## src/rtl/wb_led_pkg.sv

```systemverilog
// ---------------------------------------------------------------------------
// wb_led_pkg
// Shared definitions for the Wishbone LED PWM controller: register word
// offsets, CTRL bit positions, address decode limits and byte-lane helpers.
// ---------------------------------------------------------------------------
package wb_led_pkg;

    // Register selection comes from byte address bits [ADDR_MSB:ADDR_LSB]
    localparam int ADDR_LSB = 2;
    localparam int ADDR_MSB = 7;

    // Word indices (byte offset / 4)
    localparam logic [5:0] REG_CTRL      = 6'h00;  // 0x00
    localparam logic [5:0] REG_ON        = 6'h01;  // 0x04
    localparam logic [5:0] REG_BLINK     = 6'h02;  // 0x08
    localparam logic [5:0] REG_PERIOD    = 6'h03;  // 0x0C
    localparam logic [5:0] REG_DUTY_BASE = 6'h10;  // 0x40 + 4*i

    // CTRL register bits
    localparam int CTRL_EN_BIT = 0;

    // Expand the four Wishbone byte enables into a 32-bit lane mask
    function automatic logic [31:0] byte_mask(input logic [3:0] sel);
        return {{8{sel[3]}}, {8{sel[2]}}, {8{sel[1]}}, {8{sel[0]}}};
    endfunction

    // Merge new write data into an old register value, lane by lane
    function automatic logic [31:0] merge_bytes(input logic [31:0] old_val,
                                                input logic [31:0] new_val,
                                                input logic [31:0] mask);
        return (old_val & ~mask) | (new_val & mask);
    endfunction

endpackage

```

## src/rtl/led_pwm_chan.sv

```systemverilog
// ---------------------------------------------------------------------------
// led_pwm_chan
// One LED channel: compares the shared PWM counter against this channel's
// duty, gates the result with global enable, the channel on bit and the
// blink phase, and registers the pad level.
//
// Ports
//   i_clk      system clock
//   i_reset_n  asynchronous active-low reset
//   i_enable   global enable (CTRL.en)
//   i_on       channel on bit
//   i_blink    channel blink mask bit
//   i_phase    shared blink phase (1 = visible half)
//   i_cnt      shared free-running PWM counter
//   i_duty     channel duty value
//   o_led      registered pad level, inverted when ACTIVE_LOW
// ---------------------------------------------------------------------------
module led_pwm_chan
    import wb_led_pkg::*;
#(
    parameter int PWM_BITS   = 8,
    parameter bit ACTIVE_LOW = 1'b1
) (
    input  logic                i_clk,
    input  logic                i_reset_n,
    input  logic                i_enable,
    input  logic                i_on,
    input  logic                i_blink,
    input  logic                i_phase,
    input  logic [PWM_BITS-1:0] i_cnt,
    input  logic [PWM_BITS-1:0] i_duty,
    output logic                o_led
);

    logic pwm_hit;
    logic lit;

    // Full-scale duty has to stay lit on the one count where cnt < duty fails
    always_comb begin
        pwm_hit = (i_cnt < i_duty) | (&i_duty);
        lit     = i_enable & i_on & pwm_hit & (~i_blink | i_phase);
    end

    always_ff @(posedge i_clk or negedge i_reset_n) begin
        if (!i_reset_n) begin
            o_led <= ACTIVE_LOW;
        end else begin
            o_led <= lit ^ ACTIVE_LOW;
        end
    end

endmodule

```

## src/rtl/wb_led_pwm.sv

```systemverilog
// ---------------------------------------------------------------------------
// wb_led_pwm
// Wishbone slave LED controller. Holds the register file, the shared PWM and
// blink counters, and one led_pwm_chan per LED.
//
// Register map (byte offsets)
//   0x00 CTRL   [0] global enable
//   0x04 ON     [NUM_LEDS-1:0] per-channel on bits
//   0x08 BLINK  [NUM_LEDS-1:0] per-channel blink mask
//   0x0C PERIOD [BLINK_BITS-1:0] blink half-period in clocks (0 = no blink)
//   0x40+4*i DUTY[i] [PWM_BITS-1:0]
//
// Ports
//   i_clk, i_reset_n   clock, asynchronous active-low reset
//   o_leds             LED pads (polarity per ACTIVE_LOW)
//   i_wb_addr/data/sel/we/cyc/stb   Wishbone request
//   o_wb_ack/data/err  registered response, o_wb_stall tied low
// ---------------------------------------------------------------------------
module wb_led_pwm
    import wb_led_pkg::*;
#(
    parameter int NUM_LEDS   = 6,
    parameter int PWM_BITS   = 8,
    parameter int BLINK_BITS = 24,
    parameter bit ACTIVE_LOW = 1'b1
) (
    input  logic                i_clk,
    input  logic                i_reset_n,
    output logic [NUM_LEDS-1:0] o_leds,
    input  logic [31:0]         i_wb_addr,
    input  logic [31:0]         i_wb_data,
    input  logic [3:0]          i_wb_sel,
    input  logic                i_wb_we,
    input  logic                i_wb_cyc,
    input  logic                i_wb_stb,
    output logic                o_wb_ack,
    output logic [31:0]         o_wb_data,
    output logic                o_wb_stall,
    output logic                o_wb_err
);

    localparam logic [6:0] DUTY_END = 7'(REG_DUTY_BASE) + 7'(NUM_LEDS);

    logic                  bus_valid;
    logic                  addr_mapped;
    logic                  wr_en;
    logic                  period_wr;
    logic [5:0]            reg_idx;
    logic [31:0]           wr_mask;
    logic [31:0]           rd_val;
    logic                  unused_addr_bits;

    logic                  ctrl_en;
    logic [NUM_LEDS-1:0]   on_reg;
    logic [NUM_LEDS-1:0]   blink_reg;
    logic [BLINK_BITS-1:0] period_reg;
    logic [PWM_BITS-1:0]   duty_reg [NUM_LEDS];

    logic [PWM_BITS-1:0]   pwm_cnt;
    logic [BLINK_BITS-1:0] blink_cnt;
    logic                  blink_phase;

    logic                  ack_q;
    logic                  err_q;
    logic [31:0]           rdata_q;

    // Only [7:2] select a register; the rest of the address is don't-care
    assign unused_addr_bits = ^{i_wb_addr[31:ADDR_MSB+1], i_wb_addr[ADDR_LSB-1:0]};

    assign reg_idx     = i_wb_addr[ADDR_MSB:ADDR_LSB];
    assign bus_valid   = i_wb_cyc & i_wb_stb;
    assign wr_mask     = byte_mask(i_wb_sel);
    assign addr_mapped = (reg_idx <= REG_PERIOD) ||
                         (({1'b0, reg_idx} >= 7'(REG_DUTY_BASE)) && ({1'b0, reg_idx} < DUTY_END));
    assign wr_en       = bus_valid & i_wb_we & addr_mapped;
    assign period_wr   = wr_en & (reg_idx == REG_PERIOD);

    // Register file; writes land on the strobe edge so a read on the next
    // strobe already sees the new value
    always_ff @(posedge i_clk or negedge i_reset_n) begin
        if (!i_reset_n) begin
            ctrl_en    <= 1'b0;
            on_reg     <= '0;
            blink_reg  <= '0;
            period_reg <= '0;
            for (int i = 0; i < NUM_LEDS; i++) begin
                duty_reg[i] <= '0;
            end
        end else if (wr_en) begin
            case (reg_idx)
                REG_CTRL: begin
                    if (wr_mask[CTRL_EN_BIT]) begin
                        ctrl_en <= i_wb_data[CTRL_EN_BIT];
                    end
                end
                REG_ON:     on_reg     <= NUM_LEDS'(merge_bytes(32'(on_reg), i_wb_data, wr_mask));
                REG_BLINK:  blink_reg  <= NUM_LEDS'(merge_bytes(32'(blink_reg), i_wb_data, wr_mask));
                REG_PERIOD: period_reg <= BLINK_BITS'(merge_bytes(32'(period_reg), i_wb_data, wr_mask));
                default: begin
                    for (int i = 0; i < NUM_LEDS; i++) begin
                        if (reg_idx == REG_DUTY_BASE + 6'(i)) begin
                            duty_reg[i] <= PWM_BITS'(merge_bytes(32'(duty_reg[i]), i_wb_data, wr_mask));
                        end
                    end
                end
            endcase
        end
    end

    always_comb begin
        rd_val = '0;
        case (reg_idx)
            REG_CTRL:   rd_val[CTRL_EN_BIT]    = ctrl_en;
            REG_ON:     rd_val[NUM_LEDS-1:0]   = on_reg;
            REG_BLINK:  rd_val[NUM_LEDS-1:0]   = blink_reg;
            REG_PERIOD: rd_val[BLINK_BITS-1:0] = period_reg;
            default: begin
                for (int i = 0; i < NUM_LEDS; i++) begin
                    if (reg_idx == REG_DUTY_BASE + 6'(i)) begin
                        rd_val[PWM_BITS-1:0] = duty_reg[i];
                    end
                end
            end
        endcase
    end

    // Every strobe is acknowledged; unmapped offsets also raise err and
    // return zero data
    always_ff @(posedge i_clk or negedge i_reset_n) begin
        if (!i_reset_n) begin
            ack_q   <= 1'b0;
            err_q   <= 1'b0;
            rdata_q <= '0;
        end else begin
            ack_q   <= bus_valid;
            err_q   <= bus_valid & ~addr_mapped;
            rdata_q <= (bus_valid & ~i_wb_we & addr_mapped) ? rd_val : '0;
        end
    end

    // A master that abandons the cycle must not see a stale ack
    assign o_wb_ack   = ack_q & i_wb_cyc;
    assign o_wb_err   = err_q & i_wb_cyc;
    assign o_wb_data  = rdata_q;
    assign o_wb_stall = 1'b0;

    always_ff @(posedge i_clk or negedge i_reset_n) begin
        if (!i_reset_n) begin
            pwm_cnt <= '0;
        end else begin
            pwm_cnt <= pwm_cnt + PWM_BITS'(1);
        end
    end

    // Blink phase flips every PERIOD clocks; a PERIOD write restarts the
    // sequence in the visible half so new settings take effect at once
    always_ff @(posedge i_clk or negedge i_reset_n) begin
        if (!i_reset_n) begin
            blink_cnt   <= '0;
            blink_phase <= 1'b0;
        end else if (period_wr || (period_reg == '0)) begin
            blink_cnt   <= '0;
            blink_phase <= 1'b1;
        end else if (blink_cnt == period_reg - BLINK_BITS'(1)) begin
            blink_cnt   <= '0;
            blink_phase <= ~blink_phase;
        end else begin
            blink_cnt   <= blink_cnt + BLINK_BITS'(1);
        end
    end

    for (genvar g = 0; g < NUM_LEDS; g++) begin : g_chan
        led_pwm_chan #(
            .PWM_BITS   (PWM_BITS),
            .ACTIVE_LOW (ACTIVE_LOW)
        ) u_chan (
            .i_clk     (i_clk),
            .i_reset_n (i_reset_n),
            .i_enable  (ctrl_en),
            .i_on      (on_reg[g]),
            .i_blink   (blink_reg[g]),
            .i_phase   (blink_phase),
            .i_cnt     (pwm_cnt),
            .i_duty    (duty_reg[g]),
            .o_led     (o_leds[g])
        );
    end

endmodule

```

## config.mk

```make
export PLATFORM = sky130hd
export DESIGN_NAME = wb_led_pwm
export DESIGN_NICKNAME = d
export VERILOG_FILES = /design/src/rtl/wb_led_pkg.sv /design/src/rtl/led_pwm_chan.sv /design/src/rtl/wb_led_pwm.sv
export SDC_FILE = /design/constraint.sdc
export NUM_CORES = 1
export LEC_CHECK = 0
export CELL_PAD_IN_SITES_DETAIL_PLACEMENT = 0
export CELL_PAD_IN_SITES_GLOBAL_PLACEMENT = 1
export CORE_ASPECT_RATIO = 1.75
export CORE_MARGIN = 1.5
export CORE_UTILIZATION = 44
export CTS_CLUSTER_SIZE = 16
export DETAILED_ROUTE_END_ITERATION = 8
export GPL_TIMING_DRIVEN = 1
export PLACE_DENSITY = 0.9
export SLEW_MARGIN = 20
export SYNTH_ARGS = -nofsm -noshare
export SYNTH_HDL_FRONTEND = slang
export SYNTH_SLANG_ARGS = --single-unit
export TNS_END_PERCENT = 5
```

## constraint.sdc

```tcl
create_clock -name i_clk -period 4 [get_ports i_clk]
set_clock_uncertainty 0.15 [all_clocks]
set_input_delay 0.4 -clock i_clk [delete_from_list [all_inputs] [get_ports i_clk]]
set_output_delay 0.4 -clock i_clk [all_outputs]
set_load 0.02 [all_outputs]
```

* After elaboration in Yosys (flattened, before gate mapping)
Cells that the tools add are included.
** Operators by class
- Add/sub/neg operators :: 3
- $lt $le $gt $ge :: 9
- Equality and inequality tests :: 10
- Mux-type cells :: 15
- Bitwise gates (word level) :: 75
- Reduce and logical (&&, ||, !) cells :: 24
** Operators with widths (count)
- 2-to-1 mux 24 bit :: 3
- bitwise AND 24 bit :: 2
- bitwise AND 8 bit :: 6
- < comparator 8 bit :: 6
- 2-to-1 mux 8 bit :: 6
- OR 8 bit :: 6
- AND reduction 8 bit :: 6
- equality test 6 x 5 -> 1 bit, second input constant :: 6
- bitwise AND 1 bit :: 27
- adder 24 x 1 -> 24 bit, second input constant :: 1
- equality test 24 bit :: 1
- zero test 24 bit :: 1
- NOT 24 bit :: 1
- OR 24 bit :: 1
- subtractor 24 x 1 -> 24 bit, second input constant :: 1
- AND reduction 3 bit :: 7
- case mux 5 bit (4 select lines) :: 1
- 2-to-1 mux 16 bit :: 1
- NOT 1 bit :: 16
- bitwise AND 6 bit :: 2
- equality test 6 x 2 -> 1 bit, second input constant :: 2
- OR 1 bit :: 12
- OR 6 bit :: 2
- adder 8 x 1 -> 8 bit, second input constant :: 1
- other kinds (14) :: 18
** Storage, ports and cells
- Register bits after elaboration :: 150
- Output and inout port bits :: 41
- Logic and storage cells :: 158

* Depth between registers and ports, before layout
- Depth in word-level cells :: 9
- Mapped depth :: 10

* Hierarchy
From an unflattened synthesis, not the netlist that was laid out.
** Second synthesis, totals
- Cells, all modules :: 783
- Area total of the unflattened synthesis :: 8446.9 um2
** By module, submodules not included
- wb_led_pwm :: instances 1, cells each 597, area an instance 7050.5 um2, seq. area each 3603.5 um2
- led_pwm_chan :: instances 6, cells each 31, area an instance 232.7 um2, seq. area each 26.3 um2

* Least setup slack after synthesis
OpenSTA, ideal clock, no wires.
- Kind :: register to register
- Start point :: register (tool-made name)
- End point :: register blink_cnt[15]
- Library setup time :: 0.140 ns
- Data arrival time :: 2.920 ns
- Data required time :: 3.710 ns
- Path slack :: 0.790 ns
- Cell stages (with the launch flop) :: 11
- Buffers on the path :: 3
- Period minus slack after synthesis :: 3.210 ns
- Path through :: dfrtp_1 > buf_6 > or4_1 > buf_2 > or4_4 > a211oi_1 > o22ai_1 > or3_4 > nor4_4 > buf_6 > nor3_1
** RTL lines
- end signal, assigned :: line wb_led_pwm.sv:168 : blink_cnt <= blink_cnt + BLINK_BITS'(1);
- end, declared :: line wb_led_pwm.sv:60 : logic [BLINK_BITS-1:0] blink_cnt;

==> run summary <==
- **run status** complete, no violations
- **power after layout** 3.29 mW
- **H-tree lvl count** 4
- **fin crit period** 3400 ps
- **peak supply drop** 0.236 mV
- **wire length per cell** 20.4 um
- **RSZ-0062 raised after global routing** no
- **input/output buffers** 69
- **number of antenna violations at the first check in global routing** 0
- **# clock sinks** 150
- **worst setup path class** reg2reg
- **core area** 18700 um^2
- **number of violations reported at the end of detailed-routing iteration 0** 297
- **DR pass1 iterations** 5
- **Via Count** 6342
- **PostCTS Resize Cnt** 0
- **count of boundary I/O pins** 114
- **DRC violations left** 0
- **last weighted congestion value of the routability-driven placer** 0.935
- **largest net degree at the start of global routing** 63
- **Buffers & Inverters on Critical Path** 1
- **ratio of total power to cell area** 333 nW/um^2
- **fraction of layout instances using a drive strength above 1** 18.6%
- **number of nets still failing antenna checks after routing** 0
- **number of cells on the worst reg-to-reg path** 8
- **destination of the worst register-to-register timing path** blink_phase$_DFFE_PN0P_
- **vias per cell** 5.80
- **arrival time at the worst endpoint** 3610 ps
- **warning count from the yosys run** 0
- **measured slew at the worst slew-check pin** 780 ps
- **endpoint class of the critical path** register
- **share of flip-flops with an asynchronous set or reset** 100%
- **Syn Area/Cell** 10.9 um^2
- **cells along the critical path** or4_1 -> or4_4 -> a211oi_1 -> o22ai_1 -> or3_4 -> nor4_4 -> buf_4 -> mux2i_1
- **Die Height** 186 um
- **Unique masters post-synth** 58
- **portion of the clock cycle consumed by the worst path in the final layout** 85.0%
- **die span in x** 108 um
- **required arrival time at the worst endpoint** 4210 ps
- **hold path depth** 1
- **cell with the largest stage delay on the worst path** or4_1
- **register cell area after layout** 3760 um^2
- **Largest stage delay, worst path** 640 ps
- **Lkg Pwr** 4.45 nW
- **number of synthesized register bits** 150
- **hold slack final** 354 ps
- **maximum fanout along the worst path** 25
- **setup slack on the worst flop-to-flop path** 600 ps
- **initial standard-cell utilization of the core** 45.1%
- **total global routing track utilization** 23.6%
- **final-layout setup total negative slack** 0 ps
- **routed wire length** 22.3 mm
- **final HPWL from detailed placement** 16.4 mm
- **CTS max path bufs** 2
- **Max-cap violations** 0
- **Cell Area, Synth** 8420 um^2
- **sequential-to-total area share from yosys stat** 44.7%
- **global-route wire length before repair** 34.9 mm
- **clock tree from TritonCTS** yes
- **relative slew slack** 46.7%
- **Rows** 66
- **Clock Tree Root** clkbuf_16
- **count of inserted antenna diode cells** 0
- **Most used DFF post-synth** dfrtp_1
- **synthesized instance count** 773
- **Post-synth EDFFs** 0
- **type of the tightest min-delay check** reg2reg
- **Hold Vio Cnt, Final** 0
- **maximum clock frequency** 294 MHz
- **clock buffer count from CTS** 17
- **Remaining Overflow, GRT** 0
- **synthesis-to-layout area growth** 17.6%
- **Layout fillers** 1693
- **max-slew violation count** 0
- **Die Footprint** 20000 um^2
- **count of placed standard cells including taps** 1060
- **cell type group with the largest total delay on the critical path** simple AND/OR/NAND/NOR gates
- **Multi-input gate area** 4260 um^2
- **nature of the critical path startpoint** register
- **count of final setup violators** 0
- **count of placed standard cells in the final layout, fillers left out** 1093
- **vias in the first global route** 6406
- **number of nets at the end of the flow** 960
- **clock transition time at the flip-flop clock pins of the worst setup and hold paths** 60 ps
- **clock latency on the worst-skew pair** 440 ps
-- report_power, final --
group | internal (mW) | total [mW] | switching, mW
Combinational | 0.0754 | 0.194 | 0.119
Sequential | 1.52 | 1.53 | 0.00905
Clock | 0.914 | 1.56 | 0.649
-- cells in the mapped netlist (8+ instances only) --
cell type,number,share of area (%)
a21o_1,19,1.7
a21oi_1,17,1.0
a221oi_1,13,1.4
and2_1,19,1.4
and3_1,13,0.97
buf_4,15,1.3
clkbuf_1,19,0.85
dfrtp_1,144,43
ha_1,45,6.7
inv_1,50,2.2
mux2_2,90,12
mux2i_1,8,0.95
nand2_1,43,1.9
nand2b_1,10,0.74
nand3_1,22,1.3
nand4_1,10,0.74
nor2_1,21,0.94
nor3_1,29,1.7
nor4_1,14,1.0
o21ai_0,11,0.65
o22ai_1,9,0.67
or4_1,9,0.80
xnor2_1,27,2.8
xor2_1,26,2.7
-- worst max-delay path by stage --
stage / startpoint / to / cells after the start
finish: register / blink_phase$_DFFE_PN0P_ / 8
global route: register / blink_phase$_DFFE_PN0P_ / 11
CTS: register / blink_phase$_DFFE_PN0P_ / 8
detailed placement: register / blink_phase$_DFFE_PN0P_ / 8
global placement: register / blink_phase$_DFFE_PN0P_ / 8
floorplan: register / blink_cnt[15]$_DFF_PN0_ / 10
-- logic make-up after synthesis --
family          after synthesis  share of synthesized area (%)
compound gates              110                           9.52
xor+xnor                     53                           5.52
fa+ha+maj                    45                           6.69
buf+inv                      93                           5.10
flops                       150                           44.7
mux                         101                           13.8
other cells                   1                         0.0446
simple gates                220                           14.6
-- placed cells by master, fill, tap and decap left out, types with 4 or more instances in the layout --
cell type	count
a221oi_1	13
o22ai_1	9
dfrtp_1	144
a221o_1	6
mux2i_1	8
nor2b_1	4
a211oi_1	6
xor2_1	26
clkbuf_16	17
and3_1	13
a2111oi_0	7
nor2_1	21
nor3_1	29
or2_2	4
xnor2_1	27
ha_1	45
clkinv_2	5
nand2b_1	10
a211o_1	6
nand3_1	22
nand4_1	10
mux2_2	90
buf_4	14
nand2_1	43
dfstp_2	6
inv_1	50
a21oi_1	17
clkdlybuf4s50_1	68
conb_1	9
o21a_1	7
or4_1	9
o21ai_0	11
a21o_1	19
nor4_1	14
and2_1	19
-- metal layers --
| layer | global-route usage (%) | up-vias | share of wire (%) | routed length (um) |
|---|---|---|---|---|
| met5 | 0 | - | 0 | 0 |
| met3 | 3.99 | 76 | 4.6 | 1030 |
| met4 | 13.6 | 0 | 5.3 | 1190 |
| met2 | 43.4 | 222 | 54 | 12000 |
| met1 | 25.0 | 3126 | 36 | 8140 |
| li1 | - | 2918 | - | - |
-- layout make-up --
cell class | count | area share [%]
Timing Repair Buffer | 85 | 8.36
Multi-Input combinational cell | 538 | 43.0
Clock buffer | 19 | 4.37
Inverter | 50 | 1.90
Clock inverter | 13 | 1.35
Sequential cell | 150 | 38.0
Tap cell | 238 | 3.01
-- through the flow --
stage / worst slack, ps / area (um^2) / util (%)
global route: 389 / 9900 / 53.0
detailed placement: 615 / 9320 / 49.9
global placement: 657 / 9320 / 49.9
floorplan: 790 / 8450 / -
CTS: 608 / 9900 / 53.0
finish: 600 / 9900 / 53.0
-- timing repair --
action	4_1_cts	5_1_grt
setup buffers	0	0
endpoints found under the hold margin	58	0
hold buffers	1	0
endpoints found under the setup margin	0	0
(Power assumes the default switching activity.)
==> RTL change 1: new RTL, same settings <==
Make the reset (`i_reset_n`) synchronous in 5 clocked blocks. Comments in the files are not updated.
--- a/src/rtl/led_pwm_chan.sv
+++ b/src/rtl/led_pwm_chan.sv
@@ -43,3 +43,3 @@
 
-    always_ff @(posedge i_clk or negedge i_reset_n) begin
+    always_ff @(posedge i_clk) begin
         if (!i_reset_n) begin
--- a/src/rtl/wb_led_pwm.sv
+++ b/src/rtl/wb_led_pwm.sv
@@ -79,3 +79,3 @@
     // strobe already sees the new value
-    always_ff @(posedge i_clk or negedge i_reset_n) begin
+    always_ff @(posedge i_clk) begin
         if (!i_reset_n) begin
@@ -128,3 +128,3 @@
     // return zero data
-    always_ff @(posedge i_clk or negedge i_reset_n) begin
+    always_ff @(posedge i_clk) begin
         if (!i_reset_n) begin
@@ -146,3 +146,3 @@
 
-    always_ff @(posedge i_clk or negedge i_reset_n) begin
+    always_ff @(posedge i_clk) begin
         if (!i_reset_n) begin
@@ -156,3 +156,3 @@
     // sequence in the visible half so new settings take effect at once
-    always_ff @(posedge i_clk or negedge i_reset_n) begin
+    always_ff @(posedge i_clk) begin
         if (!i_reset_n) begin
Function: differs if i_reset_n is asserted again (counterexample within 4 cycles, from zero or initial values and one cycle with i_reset_n low); with i_reset_n held inactive, the same outputs for 4 cycles.
==> RTL change 1 against the unedited design <==
  * Setup slack gained 0.011 ns
  * Highest routed layer unchanged
  * Area after synthesis grew 0.83%
  * Wire length grew 15%
  * Maximum frequency grew 0.32%
  * Design area grew 0.11%
  * Power grew 2.3%
  * Largest cell class unchanged
  * Sequential cell count is the same
==> RTL change 1: results (changes against the unedited design) <==
The run finished with clean final reports. The iteration count of the initial detailed-routing pass was 6 (+1); the final period utilization was 84.7% (-0.27 points). The final routed wire length divided by cell count is 20.2 um (-1.4%), and the clock latency on the worst-skew pair is 0.43 ns. The logs give 0 (unchanged) for the post-CTS setup buffer count and 0 (unchanged) for the initial antenna violation count. The max-slew headroom at the worst pin is 45.6% (-1.1 points). Yosys attributes the largest share of cell area to sky130_fd_sc_hd__dfxtp_1, sky130_fd_sc_hd__edfxtp_1, sky130_fd_sc_hd__ha_1. The global-route wire length before repair is 40200 um (+15%), and the average footprint of a synthesized cell is 8.84 um2 (-19%). Met1 track demand over resource in global routing: 26.0% (+0.95 points). The count of flip-flops with a built-in enable after synthesis is 48 (+48), and the total inserted antenna cells is 0 (unchanged). The logs give 26.4% (+2.8 points) for the global-route usage over all layers and 0.61 ns for the register-to-register setup slack.

The kind of launch point of the worst setup path is a flip-flop. The logs give 49 (-22%) for the largest net degree at the start of global routing and 0.929 (-0.69%) for the global placer's final weighted congestion. The share of synthesized flip-flops with an asynchronous set or reset works out to 0% (-100 points).

Worst endpoint data arrival time: 3.54 ns (-0.07 ns). The tools report the number of unique standard cell types used by synthesis as 61 (+5.2%). Initial detailed-routing violation count: 495 (+67%). The run gives 0.239 mW (+23%) as the total combinational power.

Routed length on met3: 1140 um (+11%). Type of the tightest min-delay check: flip-flop to flip-flop. The overall power after layout came out at 3.37 mW (+2.3%).

The worst setup slack after placement is 0.660 ns (+0.0451 ns), and the highest net fanout along the worst path is 24 (-4.0%). The logs give 2 (unchanged) for the maximum count of clock buffers along a single path and 0.00937 mm2 (+0.54%) for the instance area at placement. The quantity of I/O buffers inserted on ports was 69 (unchanged). The layout cell share with drive strength beyond 1 is 7.39% (-11 points). The cell at the root of the clock tree was sky130_fd_sc_hd__clkbuf_16. The number of H-tree levels was 4 (unchanged); the met2 usage in global routing was 47.3% (+3.9 points). The proportion of total power due to net switching works out to 24.4% (+0.82 points). The run gives 0 (unchanged) as the post-cts gate resize count. By count the netlist is led by sky130_fd_sc_hd__dfxtp_1, sky130_fd_sc_hd__nor2_1, sky130_fd_sc_hd__nand2_1. The power attributed to sequential cells came out at 1.62 mW (+6%). The tools report the total clock buffers created by CTS as 17 (unchanged). The total met2 wirelength after detailed routing is 13500 um (+12%), and the share of the yosys chip area belonging to registers is 41.0% (-3.6 points).

The count of yosys warnings during synthesis is 0 (unchanged). The peak supply drop was 0.000228 V (-3.5%); the post-route non-filler standard cell count was 1269 (+16%). Capturing element of the worst setup path: blink_cnt[8]$_SDFF_PP0_. The static leakage power is 3.96 nW (-11%). The run gives 1134 (+18%) as the number of nets in the layout. The logs give 4.12% (+0.13 points) for the global-route track usage on met3 and 19100 um (+16%) for the HPWL after detailed placement. The via count of the first global-routing pass is 7489 (+17%). The post-placement cell count is 1237 (+17%). The wire length the detailed router placed on met1 is 8590 um (+5.5%). The CTS clock-pin slew for the worst setup and hold paths came out at 0.06 ns (about the same). The uppermost layer routed is met4. The path depth of the worst reg2reg path was 10 (+2); the detail-routed via count per cell was 5.77 (-0.57%).
==> RTL change 1: cell types whose count changed after synthesis, moves of 23 or more <==
| cell | unedited run | this run |
|---|---|---|
| sky130_fd_sc_hd__o21ai_0 | 11 | 58 |
| sky130_fd_sc_hd__and3_1 | 13 | 46 |
| sky130_fd_sc_hd__edfxtp_1 | 0 | 48 |
| sky130_fd_sc_hd__dfxtp_1 | 0 | 102 |
| sky130_fd_sc_hd__nand3_1 | 22 | 55 |
| sky130_fd_sc_hd__clkbuf_1 | 19 | 42 |
| sky130_fd_sc_hd__mux2_2 | 90 | 5 |
| sky130_fd_sc_hd__dfrtp_1 | 144 | 0 |
| sky130_fd_sc_hd__a21oi_1 | 17 | 50 |
| sky130_fd_sc_hd__nor2_1 | 21 | 74 |
==> RTL change 1: area by class of cell <==
class,instances,area [um2]
Fill cell,1813,9120
Inverter,53,199
Clock buffer,20,437
Clock inverter,12,101
Timing Repair Buffer,93,866
Tap cell,241,302
Multi-Input combinational cell,700,4520
Sequential cell,150,3480
==> RTL change 1: cells by family after synthesis <==
kind of cell / Yosys count / share of synthesized area, %
xor gates and xnor gates: 58 / 5.99
other: 1 / 0.0442
adders and majority gates: 46 / 6.78
AOI/OAI and AO/OA: 181 / 13.2
and+or+nand+nor: 380 / 23.5
DFF: 150 / 41.0
buffers and inverters: 118 / 6.21
muxes: 26 / 3.14
==> RTL change 1: critical path, cell delays in order, from the launching register on <==
cell and delay [ns]:
sky130_fd_sc_hd__dfxtp_1 0.38, sky130_fd_sc_hd__inv_1 0.11, sky130_fd_sc_hd__ha_1 0.24, sky130_fd_sc_hd__nor3b_1 0.60, sky130_fd_sc_hd__and4_1 0.30, sky130_fd_sc_hd__a211oi_1 0.06
sky130_fd_sc_hd__nor4_1 0.34, sky130_fd_sc_hd__nand4_1 0.16, sky130_fd_sc_hd__a2111oi_2 0.42, sky130_fd_sc_hd__nand3b_4 0.39, sky130_fd_sc_hd__nor2_1 0.10
==> RTL change 1: how the worst min path moves through the flow <==
stage                                       start                 endpoint  slack [ns]  depth (start not counted)
final                     blink_cnt[0]$_SDFF_PP0_  blink_cnt[0]$_SDFF_PP0_        0.35                          1
after global routing                    flip-flop                flip-flop        0.38                          2
after CTS                 blink_cnt[0]$_SDFF_PP0_  blink_cnt[0]$_SDFF_PP0_        0.37                          1
after detailed placement  blink_cnt[0]$_SDFF_PP0_  blink_cnt[0]$_SDFF_PP0_        0.36                          1
after global placement    blink_cnt[0]$_SDFF_PP0_  blink_cnt[0]$_SDFF_PP0_        0.34                          1
after floorplan           blink_cnt[0]$_SDFF_PP0_  blink_cnt[0]$_SDFF_PP0_        0.29                          1
==> RTL change 2: new RTL, same settings <==
Without the edit above. `NUM_LEDS`: 6 -> 5.
--- a/src/rtl/wb_led_pwm.sv
+++ b/src/rtl/wb_led_pwm.sv
@@ -21,3 +21,3 @@
 #(
-    parameter int NUM_LEDS   = 6,
+    parameter int NUM_LEDS   = 5,
     parameter int PWM_BITS   = 8,
Interface: changed (resized o_leds); port bits go from 114 to 113. No check against the original RTL was run, so the function may have changed too.
==> RTL change 2 against the unedited design <==
  * Area after synthesis fell by 5.4%
  * Design area fell by 4.1%
  * Core utilization rose by 0.84 points
  * Setup slack improved by 0.051 ns
  * Maximum frequency rose by 1.5%
  * Power rose by 0.28%
  * Wire length fell by 6.7%
  * Global-route usage fell by 0.52 points
  * Sequential cell count fell by 11
  * Largest cell class unchanged
==> RTL change 2: results (changes against the unedited design) <==
The flow ran to the end, and the final reports show no timing, DRC or antenna violations. The tools report the power attributed to sequential cells as 1.42 mW (-7%). The peak per-stage delay on the critical path came out at 0.69 ns (+0.05 ns).

Ranked by instance count, the synthesized netlist is headed by sky130_fd_sc_hd__dfrtp_1, sky130_fd_sc_hd__mux2_2, sky130_fd_sc_hd__inv_1. The post-synthesis xor/xnor area fraction came out at 6.05% (+0.54 points). The number of nets in the layout was 917 (-4.5%). The tools report the largest net degree at the start of global routing as 88 (+40%). The highest net fanout along the worst path was 24 (-4.0%); the worst hold margin was 0.388 ns (+0.0342 ns). The run gives 0.000277 V (+17%) as the peak supply drop. The worst endpoint data arrival time came out at 3.50 ns (-0.11 ns). The tools report the cell at the root of the clock tree as sky130_fd_sc_hd__clkbuf_16.

The run gives 65 (+12%) as the number of unique standard cell types used by synthesis. For the highest clock rate, the log shows 299 MHz (+1.5%). The share of synthesized flip-flops with an asynchronous set or reset was 100% (unchanged); the share of the yosys chip area belonging to registers was 43.8% (-0.90 points). The tools report the worst setup slack after placement as 0.320 ns (-0.295 ns).

The capturing element of the worst setup path is blink_cnt[21]$_DFF_PN0_. The detail-routed via count per cell is 5.74 (-1.1%). The commonest register cell after synthesis is sky130_fd_sc_hd__dfrtp_1. The library cell contributing the largest single delay on the critical path is sky130_fd_sc_hd__nor4_2. The iteration count of the initial detailed-routing pass is 4 (-1). The gate count of the mapped netlist was 739 (-4.4%); the proportion of total power due to net switching was 22.4% (-1.2 points).

The quantity of I/O buffers inserted on ports was 68 (-1.4%); the clock share of power was 51.6% (+4.1 points). The tools report the HPWL after detailed placement as 15600 um (-5.2%). The global-route usage over all layers is 23.1% (-0.52 points), and the compound-cell area share of the yosys netlist is 9.07% (-0.44 points). The initial detailed-routing violation count is 259 (-13%), and the final routed wire length divided by cell count is 19.8 um (-2.9%). The max-slew headroom at the worst pin is 46.5% (-0.16 points), and the total clock buffers created by CTS is 17 (unchanged).

The proportion of synthesized area in mux cells was 13.0% (-0.76 points). The post-route non-filler standard cell count is 1050 (-3.9%). For the via count of the first global-routing pass, the log shows 6152 (-4.0%). After synthesis, the cell types taking the most area are sky130_fd_sc_hd__dfrtp_1, sky130_fd_sc_hd__mux2_2, sky130_fd_sc_hd__ha_1.

The static leakage power was 4.24 nW (-4.6%); the layout cell share with drive strength beyond 1 was 18.8% (+0.21 points). The global placer's final weighted congestion is 0.896 (-4.2%). The tools report the post-placement cell count as 1017 (-4.1%).
[RTL change 2: cell types whose count changed in the layout (fill, tap and decap cells not counted), sizes merged, moves of 7 or more]
cell / before / now
nor4: 15 / 8
o22ai: 9 / 0
mux2: 90 / 79
dfrtp: 144 / 134
ha: 45 / 38
nand4: 10 / 18
[RTL change 2: layout make-up]
type	count	area, um2
Clock inverter	13	190
Fill cell	1563	8130
Timing Repair Buffer	81	795
Multi-Input combinational cell	523	4110
Sequential cell	139	3480
Clock buffer	19	453
Inverter	44	165
Tap cell	231	289
[RTL change 2: routing by layer]
metal / up-vias / part of all wire (%) / GRT usage, %
li1: 2783 / - / -
met1: 2975 / 34 / 22.3
met2: 182 / 55 / 43.4
met3: 83 / 3.4 / 3.86
met4: 0 / 7.7 / 16.7
met5: - / 0 / 0
[RTL change 2: through the flow]
stage               cell area (um2)  power [mW]
finish                         9490        3.30
detailed placement             8840        1.62
global route                   9490        3.41
floorplan                      7990        1.52
global placement               8840        1.62
CTS                            9490        3.33
